$ cat src/rtl/voting_ballot_collector.sv
// Ballot intake for the 8-voter voting circuit: collects one vote per voter id,
// freezes the vote vector while the voter settles, then returns the registered result.
module voting_ballot_collector #(
  parameter int NVOTERS = 8,
  parameter int IDW     = 3
) (
  input  logic               clk,
  input  logic               rst,
  input  logic               ballot_valid,
  output logic               ballot_ready,
  input  logic [IDW-1:0]     ballot_id,
  input  logic               ballot_vote,
  input  logic               close,
  output logic [NVOTERS-1:0] p_input,
  input  logic               o_in,
  output logic [NVOTERS-1:0] voted_mask,
  output logic [IDW:0]       count,
  output logic               dup_err,
  output logic               result_valid,
  output logic               result,
  input  logic               result_ready
);

  typedef enum logic [1:0] {
    COLLECT = 2'd0,
    EVAL    = 2'd1,
    HOLD    = 2'd2
  } state_t;

  localparam logic [IDW:0] LAST_COUNT = (IDW+1)'(NVOTERS - 1);

  state_t state;
  logic   accept;
  logic   is_dup;
  logic   fills_round;

  // Ready must fall in the very cycle reset is asserted, so it also looks at rst.
  assign ballot_ready = (state == COLLECT) && !rst;
  assign accept       = ballot_valid && ballot_ready;
  assign is_dup       = voted_mask[ballot_id];
  assign fills_round  = accept && !is_dup && (count == LAST_COUNT);

  always_ff @(posedge clk) begin
    if (rst) begin
      state        <= COLLECT;
      p_input      <= '0;
      voted_mask   <= '0;
      count        <= '0;
      dup_err      <= 1'b0;
      result_valid <= 1'b0;
      result       <= 1'b0;
    end else begin
      dup_err <= 1'b0;
      case (state)
        COLLECT: begin
          if (accept) begin
            if (is_dup) begin
              dup_err <= 1'b1;
            end else begin
              voted_mask[ballot_id] <= 1'b1;
              p_input[ballot_id]    <= ballot_vote;
              count                 <= count + 1'b1;
            end
          end
          // A ballot arriving together with close is still recorded above.
          if (close || fills_round) begin
            state <= EVAL;
          end
        end
        EVAL: begin
          result       <= o_in;
          result_valid <= 1'b1;
          state        <= HOLD;
        end
        HOLD: begin
          if (result_ready) begin
            result_valid <= 1'b0;
            p_input      <= '0;
            voted_mask   <= '0;
            count        <= '0;
            state        <= COLLECT;
          end
        end
        default: begin
          state <= COLLECT;
        end
      endcase
    end
  end

endmodule

$ cat config.mk
export PLATFORM = sky130hd
export DESIGN_NAME = voting_ballot_collector
export DESIGN_NICKNAME = d
export VERILOG_FILES = /design/src/rtl/voting_ballot_collector.sv
export SDC_FILE = /design/constraint.sdc
export NUM_CORES = 1
export LEC_CHECK = 0
export ABC_CLOCK_PERIOD_IN_PS = 2550
export CAP_MARGIN = 10
export CORE_UTILIZATION = 47
export CTS_BUF_LIST = sky130_fd_sc_hd__clkbuf_2 sky130_fd_sc_hd__clkbuf_4 sky130_fd_sc_hd__clkbuf_8
export DETAILED_ROUTE_END_ITERATION = 16
export MAX_ROUTING_LAYER = met4
export PLACE_DENSITY = 0.84
export SLEW_MARGIN = 20
export SYNTH_ARGS = -nofsm -noshare
export SYNTH_HDL_FRONTEND = slang
export SYNTH_SLANG_ARGS = --single-unit
$ cat constraint.sdc
create_clock -name clk -period 2.55 [get_ports clk]
set_clock_uncertainty 0.1 [all_clocks]
set_input_delay 0.6375 -clock clk [delete_from_list [all_inputs] [get_ports clk]]
set_output_delay 0.6375 -clock clk [all_outputs]
set_load 0.01 [all_outputs]
==> flow_summary_export.csv <==
group,metric,value,unit
timing,tightest_slew,0.272,ns
clocking,clockBufferDepth,2,
timing,layout_min_cycle_time,2.37,ns
clocking,cts_hold_buf,0,
placement,dp_hpwl,1780,µm
setup_path,cp-start-kind,"input pin",
floorplanning,die-area,0.00252,mm²
clocking,clock-sinks,25,
timing,rsz0062_at_grt,"false",
route,postRouteAntennaNets,0,
setup_path,crit_top_cell,"buf_4",
synth,avgSynthCellArea,9.58,µm²
setup_path,reg2reg_depth,6,
global_route,grt_pass1_wl,3950,µm
clocking,cts_setup_buffers,0,
floorplanning,initial_core_util,49.9,%
clocking,tritoncts,"built",
route,vias,973,
synth,synth_area_leaders,"dfxtp_1 46%, mux2i_1 9.2%, nand4b_1 4.0%",
setup_path,critical_path_class,"in2reg",
cells_and_area,fin_area,0.00152,mm²
cells_and_area,fillers,186,
placement,port_buffers,33,
placement,placed_cell_area,0.00149,mm²
synth,netlist.area_leader.share,45.8,%
floorplanning,coreArea,0.00219,mm²
timing,slew_violations,0,
clocking,clk_pin_slew_worst_paths,0.12,ns
synth,synth-seq-area-share,45.8,%
timing,finalSetupViolations,0,
timing,hold_violations,0,
route,drc,0,
min_path,hold_class,"reg2reg",
setup_path,end_kind,"flop",
setup_path,cp_num_buf_inv,4,
floorplanning,die_y,50.2,µm
route,drtIter0Drc,22,
clocking,cts_root_buf,"clkbuf_4",
timing,holdWs,0.369,ns
setup_path,crit_chain,"clkdlybuf4s50_1 -> buf_4 -> mux2_4 -> a222oi_1 -> buf_4 -> nand3_4 -> buf_4 -> o21ai_0",
route,wire_per_inst,12.6,µm
global_route,grt_max_degree,14,
route,first_pass_iters,4,
synth,netlist_area,0.00109,mm²
synth,yosys.area.top_type,"dfxtp_1",
synth,ys_warn_count,0,
timing,fin_crit_sh,92.9,%
setup_path,cp_slowest_cell,"clkdlybuf4s50_1",
clocking,worstSkewPairLatency,0.32,ns
timing,slew_headroom,81.9,%
floorplanning,die_w,50.2,µm
synth,synthCells,114,
setup_path,cp_slowest_stage_delay,0.52,ns
outcome,status,"completed",
cells_and_area,multiInputGateArea,523,µm²
synth,syn_nets,125,
setup_path,required,2.68,ns
route,drt-total-wl,2290,µm
pwr,ir_worst_vdd,273,µV
setup_path,worstPathMaxFanout,10,
cells_and_area,syn2layout_area_growth,39.1,%
min_path,min_path_cells,2,
global_route,antenna_found_initial,0,
setup_path,crit_family,"buffers and inverters",
placement,gp_congestion,0.769,
setup_path,arrival,2.50,ns
clocking,numCtsBuffers,3,
global_route,grt_pass1_vias,933,
setup_path,cp.depth,8,
clocking,htreeDepth,1,
route,vias_per_cell,5.35,
cells_and_area,antennaDiodeCount,0,
global_route,grt_overflow,0,
cells_and_area,regArea,500,µm²
global_route,grtUsageTotal,20.8,%
cells_and_area,layout-drive-gt1-share,14.3,%
timing,fmax,422,MHz
synth,synth-seq-cells,25,
cells_and_area,nets,166,
pwr,power_density,464,mW/mm²
floorplanning,io_pins,34,
floorplanning,rows,17,
run,maxCapViolations,0,
pwr,leakage,0.611,nW
synth,ys_types,30,
==> flip-flops by register name, summed over array words and instances, names as in the netlist <==
| register | cells |
|---|---|
| count | 4 |
| state | 2 |
| p_input | 8 |
| result | 1 |
| dup_err | 1 |
| voted_mask | 8 |
| result_valid | 1 |
==> through the flow <==
stage                     instances  setup slack, ns  setup TNS (ns)  total power (W)  util [%]
after floorplan                 114            0.464               0         0.000474         -
after global placement          178          -0.0689          -0.229         0.000528      68.0
after detailed placement        178           -0.129          -0.848         0.000533      68.0
after CTS                       182            0.176               0         0.000710      69.3
after global routing            182            0.118               0         0.000738      69.3
final                           182            0.182               0         0.000705      69.3
==> cells by family (layout without fill, tap and decap cells) <==
family	after synthesis	after routing	share of synthesized area (%)
adder cells (fa/ha/maj)	1	1	1.15
flip-flops	25	25	45.8
buffers and inverters	15	55	6.30
AND/OR/NAND/NOR	43	43	23.7
AO/OA/AOI/OAI	15	15	8.02
multiplexers	15	15	15.0
==> cell type report <==
| type | count | area share, % |
|---|---|---|
| Tap cell | 28 | 2.31 |
| Sequential cell | 25 | 32.9 |
| Timing Repair Buffer | 42 | 26.1 |
| Multi-Input combinational cell | 74 | 34.4 |
| Inverter | 9 | 2.22 |
| Clock buffer | 4 | 1.98 |
==> layout by cell type (no fill, tap or decap), drive strengths merged <==
cell,instances
a21boi,1
nor3,1
nand2b,1
nor2,8
o21ai,3
nor4b,1
and3b,1
nand2,10
mux2i,10
inv,9
clkdlybuf4s50,32
a222oi,1
nand4,6
nor2b,3
ha,1
nor3b,1
and3,1
a21oi,8
dfxtp,25
or2,1
dlygate4sd2,1
o211ai,2
buf,9
or3b,1
nand4b,5
mux2,5
nand3,3
clkbuf,4
==> layer usage <==
metal	GRT usage, %	part of all wire [%]
met4	5.71	1.2
met2	35.6	50
met5	-	0
met3	3.03	5.3
met1	25.3	43
==> final timing paths <==
kind	slack, ns	from	end
worst max register to register	0.77	voted_mask[2]$_SDFFE_PP0P_	state[0]$_SDFFE_PP0P_
worst min register to register	0.37	voted_mask[4]$_SDFFE_PP0P_	voted_mask[4]$_SDFFE_PP0P_
worst min-delay path	0.37	voted_mask[4]$_SDFFE_PP0P_	voted_mask[4]$_SDFFE_PP0P_
worst max-delay path	0.18	ballot_id[1]	state[0]$_SDFFE_PP0P_
==> power breakdown <==
part           switching, W  leakage, nW  internal, W
registers         0.0000110        0.203     0.000403
clock network      0.000110       0.0184    0.0000718
logic             0.0000478        0.390    0.0000618
==> Yosys cell counts <==
library cell,n
a21boi_0,1
mux2_2,3
nor4b_2,1
nand2_1,10
buf_2,1
o21ai_0,3
or3b_2,1
a21oi_1,8
nand4b_1,5
buf_4,1
nor3b_1,1
mux2i_1,10
nand4_1,6
dfxtp_1,25
nor3_1,1
and3_1,1
ha_1,1
nor2b_1,3
and3b_1,1
inv_1,9
clkbuf_1,3
mux2_4,2
o211ai_1,2
nand2b_1,1
a222oi_1,1
nand3_1,2
nor2_1,8
nand3_4,1
buf_6,1
or2_2,1
==> tightest hold or removal path: stages (launching register included) <==
cell	delay, ns
dfxtp_1	0.34
inv_1	0.05
a21oi_1	0.05
==> repair_timing <==
action                     4_1_cts  5_1_grt
hold endpoints to repair         0        0
setup endpoints to repair        1        0
resized for setup                1        0
Power figures use the tool's default switching activity.
